--- src/rtl/decoder_seq.sv ---
// decoder_seq: paced 3-to-8 decoder with a 2-entry input queue; each code shows one-hot on y for HOLD cycles.
// Define DECODER_PARITY_EN to store in_par and drop entries failing even parity at pop.
module decoder_seq #(
    parameter int unsigned HOLD = 4
) (
    input  logic       clk,
    input  logic       rst_n,
    input  logic       in_valid,
    output logic       in_ready,
    input  logic [2:0] in_code,
    input  logic       in_par,
    output logic [7:0] y,
    output logic       y_valid,
    output logic       busy,
    output logic       par_err
);
`ifdef DECODER_PARITY_EN
    localparam int W = 4;
`else
    localparam int W = 3;
`endif
    localparam logic [7:0] HOLD_M1 = 8'(HOLD - 1);

    typedef enum logic {S_IDLE, S_HOLD} state_t;

    state_t       state, state_d;
    logic [W-1:0] mem [2];
    logic [W-1:0] head;
    logic         wr_ptr, rd_ptr;
    logic [1:0]   count;
    logic [7:0]   cnt, cnt_d, y_d;
    logic         y_valid_d, par_err_d, push, pop, par_ok;

    assign in_ready = count != 2'd2;
    assign push     = in_valid && in_ready;
    assign busy     = (state != S_IDLE) || (count != 2'd0);
    assign head     = mem[rd_ptr];

`ifdef DECODER_PARITY_EN
    assign par_ok = ~^head;
`else
    logic unused_par;
    assign unused_par = in_par;
    assign par_ok     = 1'b1;
`endif

    // A dropped entry still enters HOLD with cnt 0, so it costs exactly one expiry cycle.
    always_comb begin
        state_d   = state;
        y_d       = y;
        y_valid_d = y_valid;
        cnt_d     = cnt;
        par_err_d = 1'b0;
        pop       = 1'b0;
        if (state == S_HOLD && cnt != 8'd0) begin
            cnt_d = cnt - 8'd1;
        end else if (count != 2'd0) begin
            pop       = 1'b1;
            state_d   = S_HOLD;
            y_d       = par_ok ? 8'd1 << head[2:0] : 8'd0;
            y_valid_d = par_ok;
            cnt_d     = par_ok ? HOLD_M1 : 8'd0;
            par_err_d = !par_ok;
        end else begin
            state_d   = S_IDLE;
            y_d       = 8'd0;
            y_valid_d = 1'b0;
        end
    end

    always_ff @(posedge clk or negedge rst_n) begin
        if (!rst_n) begin
            state   <= S_IDLE;
            y       <= 8'd0;
            y_valid <= 1'b0;
            cnt     <= 8'd0;
            par_err <= 1'b0;
            wr_ptr  <= 1'b0;
            rd_ptr  <= 1'b0;
            count   <= 2'd0;
        end else begin
            state   <= state_d;
            y       <= y_d;
            y_valid <= y_valid_d;
            cnt     <= cnt_d;
            par_err <= par_err_d;
            if (push)
                wr_ptr <= ~wr_ptr;
            if (pop)
                rd_ptr <= ~rd_ptr;
            count <= count + 2'(push) - 2'(pop);
        end
    end

    always_ff @(posedge clk) begin
`ifdef DECODER_PARITY_EN
        if (push)
            mem[wr_ptr] <= {in_par, in_code};
`else
        if (push)
            mem[wr_ptr] <= in_code;
`endif
    end
endmodule

--- config.mk ---
export PLATFORM = sky130hd
export DESIGN_NAME = decoder_seq
export DESIGN_NICKNAME = d
export VERILOG_FILES = /design/src/rtl/decoder_seq.sv
export SDC_FILE = /design/constraint.sdc
export NUM_CORES = 1
export LEC_CHECK = 0
export CAP_MARGIN = 20
export CORE_ASPECT_RATIO = 0.9
export CORE_UTILIZATION = 45
export DETAILED_ROUTE_END_ITERATION = 16
export GPL_TIMING_DRIVEN = 0
export PLACE_DENSITY_LB_ADDON = 0.12
export SLEW_MARGIN = 30
export SYNTH_ARGS = -nofsm -noshare
export SYNTH_HDL_FRONTEND = slang
export SYNTH_SLANG_ARGS = --single-unit
--- constraint.sdc ---
create_clock -name clk -period 4.05 [get_ports clk]
set_clock_uncertainty 0.15 [all_clocks]
set_input_delay 0.6075 -clock clk [delete_from_list [all_inputs] [get_ports clk]]
set_output_delay 0.6075 -clock clk [all_outputs]
set_load 0.01 [all_outputs]
# [After elaboration in Yosys (flattened, before gate mapping)]
# Memory sizes are Yosys's and may differ from the RTL's.
# Index checks and enable logic that the tools add are counted.
[totals] register_bits=21 ramBits=6 input_bits=7 output_inout_bits=12 elab_cells=27 mem_count=1
[op_classes] add_sub_neg=3 eq_ne=1 shift=1 mux=7 n_bitwise=2 n_reduce_logical=6
[mem_list] memory="mem" depth=2 width=3 read_ports=1 rd_ports_with_merged_regs=0 wr=1 line="27" text="logic [W-1:0] mem [2];"
[ops] cell="$mux W8" count=3
[ops] cell="$reduce_bool A8 Y1" count=1
[ops] cell="$shl A1 B3 Y8 const A" count=1
[ops] cell="$sub A8 B1 Y8 const B" count=1
[ops] cell="$mux W1" count=4
[ops] cell="$reduce_bool A2 Y1" count=2
[ops] cell="$add A2 B1 Y2" count=1
[ops] cell="$logic_and A1 B1 Y1" count=2
[ops] cell="$ne A2 B2 Y1 const B" count=1
[ops] cell="$not A1 Y1" count=2
[ops] cell="$sub A2 B1 Y2" count=1
[ops] cell="$logic_or A1 B1 Y1" count=1

# [Longest topological paths before layout]
[depth] ltp_word=4 ltp_mapped=10 mapped_depth_nobuf=10

# [Worst setup path before layout]
# No wires, ideal clock.
[synth_timing] path_type="register to register" startpoint="reg cnt[0]" endpoint="reg count[1]" setup_ns=0.125 arrival_ns=1.985 required_ns=3.775 setup_slack_ns=1.790 path_stages_with_launch=11 n_path_buf=0 synth_period_minus_slack_ns=2.260 cell_sequence="dfrtp_1 > inv_1 > ha_1 > and2b_1 > a31oi_4 > nor2_4 > ha_1 > inv_1 > ha_1 > xnor2_1 > xnor2_1"
[synth_between] elab_chain_len=4
[synth_lines] element="from (decl)" line="31" text="logic [7:0] cnt, cnt_d, y_d;"
[synth_lines] element="from (signal assigned)" line="85" text="cnt <= cnt_d;"
[synth_lines] element="$reduce_bool A8 Y1" line="55" text="if (state == S_HOLD && cnt != 8'd0) begin"
[synth_lines] element="$logic_and A1 B1 Y1" line="55"
[synth_lines] element="$mux W1" line="55"
[synth_lines] element="named net pop" line="32" text="logic y_valid_d, par_err_d, push, pop, par_ok;"
[synth_lines] element="$sub A2 B1 Y2" line="91" text="count <= count + 2'(push) - 2'(pop);"
[synth_lines] element="to (signal assigned)" line="91"
[synth_lines] element="to (decl)" line="30" text="logic [1:0] count;"
# The timed path passes the listed nets, and every way through them passes these cells.
# A chain may end at the register's enable or synchronous reset.

# [Worst setup path after layout]
[layout_timing] startpoint="reg count[1]" endpoint="out busy"
[layout_between] elab_chain_len=2
[layout_lines] element="$reduce_bool A2 Y1" line="36" text="assign busy = (state != S_IDLE) || (count != 2'd0);"
[layout_lines] element="$logic_or A1 B1 Y1" line="36"
[layout_lines] element="to (decl)" line="14" text="output logic busy,"
# No other way between the ends.

==> flow_metrics.py <==
metrics = {
    "drt": {
        "wl_met1_mm": 1.11,
        "drc": 0,
        "wl_met3_um": 71,
        "wirelength_mm": 2.37,
        "wl_met2_mm": 1.15,
        "top_layer_used": "met4",
        "dr_total_vias": 908,
        "drt.antenna.violating_nets": 0,
        "wl_per_cell_um": 14.2,
        "viasPerCell": 5.44,
        "first_pass_iters": 4,
        "first_iter_violations": 14,
    },
    "clocking": {
        "cts_buffers": 3,
        "post_cts_buffers": 0,
        "h-tree-depth": 1,
        "path_clk_slew_ps": 150,
        "ctsHoldBuffers": 0,
        "cts_tree": "yes",
        "cts.repair.resized": 0,
        "insertion_delay_ps": 330,
        "clock-sinks": 27,
        "cts-root-buf": "clkbuf_4",
        "ctsLongestPathBuffers": 2,
    },
    "synthesis": {
        "synth.ff_latch_count": 27,
        "synth_edf_count": 6,
        "syn_area_um2": 1310,
        "synthDistinctLibCells": 44,
        "yosys_warnings": 0,
        "seq_area_frac_synth_pct": 53.9,
        "avgSynthCellArea_um2": 12.2,
        "async_flop_share_pct": 77.8,
        "syn_inst": 107,
        "ys.flop_type": "dfrtp_1",
        "syn_nets": 118,
    },
    "power": {
        "vdd_drop_max_v": 0.000360,
        "pwr_density_cell_nw_per_um2": 638,
        "p_leak_nw": 0.660,
    },
    "setup_path": {
        "cp_max_fo": 5,
        "worstSetupPathType": "reg -> out",
        "critPathArrivalTime_ps": 1970,
        "setup.worst_path.end_class": "output pin",
        "startpoint_type": "flip-flop",
        "critPathRequiredTime_ps": 3290,
    },
    "run_status": {
        "outcome": "completed",
    },
    "timing": {
        "maxSlewViolCount": 0,
        "whs_ps": 55.6,
        "setup_viol": 0,
        "final-hold-violation-count": 0,
        "max_freq_mhz": 367,
        "finalCriticalPeriod_ps": 2720,
        "tns_ps": 0,
        "relSlewSlack_pct": 62.0,
        "grt_setup_unrepaired": "false",
        "fin_crit_sh_pct": 67.3,
        "tightest_slew_ps": 568,
    },
    "global_routing": {
        "grt_max_degree": 22,
        "grt_antenna_before_repair": 0,
        "first_global_vias": 858,
        "grt.total_usage_pct": 18.1,
        "gr-total-overflow": 0,
        "grt_pass1_wl_mm": 4.04,
    },
    "place": {
        "gp_congestion": 0.765,
        "placedCellCount": 163,
        "io_buffers": 16,
        "dp_hpwl_mm": 1.72,
    },
    "flow_run": {
        "drv_cap": 0,
    },
    "floorplan": {
        "die_height_um": 53.2,
        "start_util_pct": 47.7,
        "die_w_um": 58.9,
        "die_area_um2": 3130,
        "ioPinCount": 19,
        "core_area_um2": 2750,
        "num_rows": 18,
    },
    "cells_and_area": {
        "nNetsFinal": 139,
        "mostFrequentLayoutCells": "21 x dfrtp_1, 15 x clkdlybuf4s50_1, 10 x inv_1",
        "instances_no_fill": 167,
        "final_common_cell": "dfrtp_1",
        "layout-drive-gt1-share_pct": 15.0,
        "area_delta_synth_final_pct": 17.8,
        "fillers": 253,
        "diodes": 0,
    },
    "hold_path": {
        "min_path_type": "in -> async",
    },
}
[cell type report]
| class | count | area [um2] | share of cell area [%] |
|---|---|---|---|
| plain buffers | 3 | 22.5 | 1.46 |
| clock buffers | 3 | 22.5 | 1.46 |
| clock inverters | 1 | 5.00 | 0.324 |
| inverters | 10 | 37.5 | 2.43 |
| multi-input cells | 67 | 544 | 35.3 |
| flip-flops and latches | 27 | 706 | 45.7 |
| well taps | 40 | 50.0 | 3.24 |
| repair buffers | 16 | 155 | 10.1 |
[path summary, 6_finish.rpt]
| kind | slack (ps) | end | depth (start not counted) | start |
|---|---|---|---|---|
| setup / recovery | 1330 | busy | 3 | count[1]$_DFF_PN0_ |
| hold / removal | 60 | cnt[0]$_DFFE_PN0P_ | 1 | rst_n |
| setup reg to reg | 1520 | count[1]$_DFF_PN0_ | 10 | cnt[0]$_DFFE_PN0P_ |
| hold reg to reg | 360 | y[5]$_DFFE_PN0N_ | 1 | y[5]$_DFFE_PN0N_ |
| max in group asynchronous | 3380 | cnt[5]$_DFFE_PN0P_ | 1 | rst_n |
| min in group clk | 360 | y[5]$_DFFE_PN0N_ | 1 | y[5]$_DFFE_PN0N_ |
[per-stage QoR]
| stage | power, mW | instance area [um2] | utilization, % | setup slack (ps) |
|---|---|---|---|---|
| 2_1_floorplan | 0.748 | 1310 | - | 1790 |
| 3_3_place_gp | 0.859 | 1520 | 55.3 | 1570 |
| 3_5_place_dp | 0.876 | 1520 | 55.3 | 1520 |
| 4_1_cts | 0.994 | 1550 | 56.3 | 1300 |
| 5_1_grt | 1.06 | 1540 | 56.1 | 1220 |
| 6_report | 0.984 | 1540 | 56.1 | 1330 |
[worst max-delay path, stage by stage, from the launching register on]
cell and delay, ps:
dfrtp_1 470, nor2_1 480, nand2_1 180, clkdlybuf4s50_1 510
[metal layers]
layer,vias up,track usage (%)
li1,428,-
met1,459,22.8
met2,16,29.9
met3,5,4.40
met4,0,7.14
met5,-,0
[kinds of logic after synthesis]
group / synth area share, %
DFF: 53.9
adders and majority gates: 3.82
muxes: 2.39
other: 0.286
AOI/OAI and AO/OA: 15.5
xor gates and xnor gates: 3.34
buffers and inverters: 4.58
and+or+nand+nor: 16.2
[cell usage after synthesis (2+ instances only)]
cell type	instances	area share (%)
xnor2_1	3	2.0
o21ai_0	2	0.76
dfrtp_1	21	40
ha_1	4	3.8
a32o_1	4	3.1
nor4_1	2	0.95
xor2_1	2	1.3
nand2_1	7	2.0
mux2i_1	2	1.5
nand2b_1	3	1.4
o22ai_1	3	1.4
and3_1	2	0.95
a22o_1	3	2.0
edfxtp_1	6	14
nor3_1	2	0.76
nor2_1	4	1.1
inv_1	10	2.9
[sequential cells by signal, summed over array words and instances (netlist names)]
register and count:
y 8, count 2, rd_ptr 1, mem 6, state 1, wr_ptr 1, cnt 8
[report_power, final]
part / internal (mW) / switching (mW)
combinational: 0.199 / 0.197
sequential: 0.373 / 0.0987
clock: 0.0371 / 0.0797
Power figures use the tool's default switching activity.
==> RTL edit 1, RTL diff (same settings) <==
Reset style: synchronous (`rst_n`), changed in one clocked block.
--- a/src/rtl/decoder_seq.sv
+++ b/src/rtl/decoder_seq.sv
@@ -70,3 +70,3 @@
 
-    always_ff @(posedge clk or negedge rst_n) begin
+    always_ff @(posedge clk) begin
         if (!rst_n) begin
Behaviour: differs if rst_n is asserted again (counterexample within 4 cycles, from zero or initial values and one cycle with rst_n low); with rst_n held inactive, the same outputs for 10 cycles.
==> RTL edit 1 against the unedited design <==
- the run now ends with DRC left
- routed wire length fell by 8.7%
- total power fell by 0.81%
- setup slack improved by 0.21 ns
- worst hold slack improved by 0.25 ns
- area after synthesis fell by 6.1%
- synthesized cell count rose by 18%
- critical endpoint is now count[1]$_SDFF_PN0_
- sequential cell count rose by 1
- largest power group is now combinational logic
- cell area fell by 5.9%
==> RTL edit 1: results (changes against the unedited design) <==
- Signal buf overhead: 12.33% (was 11.52%)
- Run status: finished, violations left (was complete, no violations)
- Clk sinks: 28 (was 27)
- Number of design-rule violations left by the first detailed-router iteration: 27 (was 14)
- Met1 layer usage reported by global route: 20.16% (was 22.83%)
- Predominant post-synthesis flop cell: sky130_fd_sc_hd__dfxtp_1 (was sky130_fd_sc_hd__dfrtp_1)
- Wire length of the first global-routing pass: 3760 µm (was 4036 µm)
- VDD IR-drop max: 0.2918 mV (was 0.3604 mV)
- Power, Total: 975.9 µW (was 983.9 µW)
- Worst-case hold slack: 0.3050 ns (was 0.05561 ns)
- Critical-path maximum fanout: 7 (was 5)
- Multi-input combinational gate total: 86 (was 67)
- Share of synthesized area occupied by flip-flops and latches: 50.46% (was 53.87%)
- DR DRC count: 3 (was 0)
- Count of inverters other than clock inverters in the layout: 8 (was 10)
- HPWL reported at the end of detailed placement: 1613 µm (was 1721 µm)
- Data arrival, critical path: 2.59 ns (was 1.97 ns)
- Number of nets in the layout: 158 (was 139)
- Share of post-route cells with drive strength above 1: 8.904% (was 14.96%)
- Routed met2 length: 1017 µm (was 1148 µm)
- Met2 track demand over resource: 30.20% (was 29.92%)
- Overall Global Routing Usage: 17.26% (was 18.10%)
- Share of async-settable or async-resettable flops after synthesis: 0% (was 77.78%)
- Routed wl met3: 74 µm (was 71 µm)
- Number of global-route vias before repair: 864 (was 858)
- Failing checks: DRC
- Number of inserted filler cells in the final layout: 239 (was 253)
- Vias after detailed routing: 964 (was 908)
- Clock tree buffer count of the final layout: 4 (was 3)
## RTL edit 1: logic make-up (layout without fill, tap and decap cells)
group           after synthesis  after routing  share of synthesized area [%]
simple gates                 43             43                          18.82
mux                           1              1                         0.9155
compound gates               32             32                          17.91
fa+ha+maj                     4              4                          4.069
other cells                   1              1                         0.3049
flops                        28             28                          50.46
xor+xnor                      5              5                          3.561
buf+inv                      12             32                          3.968
## RTL edit 1: final timing paths
kind,startpoint,end
setup / recovery,cnt[0]$_SDFFE_PN0P_,count[1]$_SDFF_PN0_
hold / removal,y[3]$_SDFFE_PN0N_,y[3]$_SDFFE_PN0N_
setup reg to reg,cnt[0]$_SDFFE_PN0P_,count[1]$_SDFF_PN0_
hold reg to reg,y[3]$_SDFFE_PN0N_,y[3]$_SDFFE_PN0N_
## RTL edit 1: stage by stage
stage          instance area, µm²  std cells
6_report                     1451        174
4_1_cts                      1451        174
3_5_place_dp                 1425        170
5_1_grt                      1451        174
2_1_floorplan                1230        126
3_3_place_gp                 1425        170
==> RTL edit 2, RTL diff (config.mk and constraints unchanged) <==
Made on the original files. The option `DECODER_PARITY_EN` is turned on by a define.
--- a/src/rtl/decoder_seq.sv
+++ b/src/rtl/decoder_seq.sv
@@ -2,2 +2,4 @@
 // Define DECODER_PARITY_EN to store in_par and drop entries failing even parity at pop.
+`define DECODER_PARITY_EN
+
 module decoder_seq #(
Behaviour: not the same (a bounded check fails within 4 cycles, from zero or initial values and one cycle with rst_n low).
==> RTL edit 2 against the unedited design <==
- total power up 31%
- critical path depth up 8
- routed wire length up 18%
- critical path type is now reg -> reg
- first-iteration DRC count rose to 2.6 times the old value
- register-to-register slack worse by 0.23 ns
- critical endpoint is now count[1]$_DFF_PN0_
- combinational power up 39%
- global-route usage down 0.49 points
- area after synthesis up 16%
- setup slack worse by 0.041 ns
- cell area up 19%
- sequential cell count up 4
==> RTL edit 2: results (changes against the unedited design) <==
- Run status: complete, no violations (unchanged)
- Critical-path maximum fanout: 7 (was 5)
- Fraction of area in clock buffers and inverters: 4.375% (was 1.784%)
- Clock slew seen by the registers of the worst setup and hold paths: 0.06 ns (was 0.15 ns)
- Wire length of the first global-routing pass: 4754 µm (was 4036 µm)
- Share of synthesized area occupied by flip-flops and latches: 53.57% (was 53.87%)
- Buffer type at the clock tree root: sky130_fd_sc_hd__clkbuf_8 (was sky130_fd_sc_hd__clkbuf_4)
- Largest net degree at the start of global routing: 24 (was 22)
- Worst setup path startpoint: cnt[0]$_DFFE_PN0P_ (was count[1]$_DFF_PN0_)
- Post-synthesis adder-cell area fraction: 6.574% (was 3.820%)
- Vias after detailed routing: 1,107 (was 908)
- Multi-input combinational gate total: 94 (was 67)
- Combinational-cell power consumption: 549 µW (was 396 µW)
- Compound-Gate Fraction of Synth Area: 12.74% (was 15.47%)
- Post-synthesis cell type count: 36 (was 44)
- Transition time at the pin with the least slew margin: 0.5244 ns (was 0.5679 ns)
- Met2 track demand over resource: 30.72% (was 29.92%)
- Net count after synthesis: 153 (was 118)
- CTS buffer count: 5 (was 3)
- Leading post-synthesis cells by cell area: sky130_fd_sc_hd__dfrtp_1 (38%), sky130_fd_sc_hd__edfxtp_1 (16%), sky130_fd_sc_hd__ha_1 (6.6%) (was sky130_fd_sc_hd__dfrtp_1 (40%), sky130_fd_sc_hd__edfxtp_1 (14%), sky130_fd_sc_hd__ha_1 (3.8%))
- Sequential cell count: 31 (was 27)
- HPWL reported at the end of detailed placement: 2038 µm (was 1721 µm)
- Leakage: 0.7941 nW (was 0.6600 nW)
- Post-DP Area: 1750 µm² (was 1520 µm²)
- Overall Global Routing Usage: 17.61% (was 18.10%)
- Sequential portion of the cell area: 44.57% (was 45.74%)
- Share of post-route cells with drive strength above 1: 10.98% (was 14.96%)
- Final wirelength: 2790 µm (was 2366 µm)
-- RTL edit 2: cell types whose count changed in the layout (fill, tap and decap cells not counted), moves of 4 or more --
cell                       change
sky130_fd_sc_hd__nand2_1       +7
sky130_fd_sc_hd__clkbuf_8      +5
sky130_fd_sc_hd__a32o_1        -4
sky130_fd_sc_hd__nand3_1       +5
sky130_fd_sc_hd__ha_1          +4
sky130_fd_sc_hd__nor2_1       +10
sky130_fd_sc_hd__a22o_1        +5
-- RTL edit 2: path summary, 6_finish.rpt --
check                                      to  slack (ns)  cells past startpoint
max                        count[1]$_DFF_PN0_        1.29                     11
min                        cnt[6]$_DFFE_PN0P_        0.15                      1
max reg2reg                count[1]$_DFF_PN0_        1.29                     11
min reg2reg                cnt[5]$_DFFE_PN0P_        0.33                      1
max in group asynchronous  wr_ptr$_DFFE_PN0P_        3.24                      1
min in group clk           cnt[5]$_DFFE_PN0P_        0.33                      1
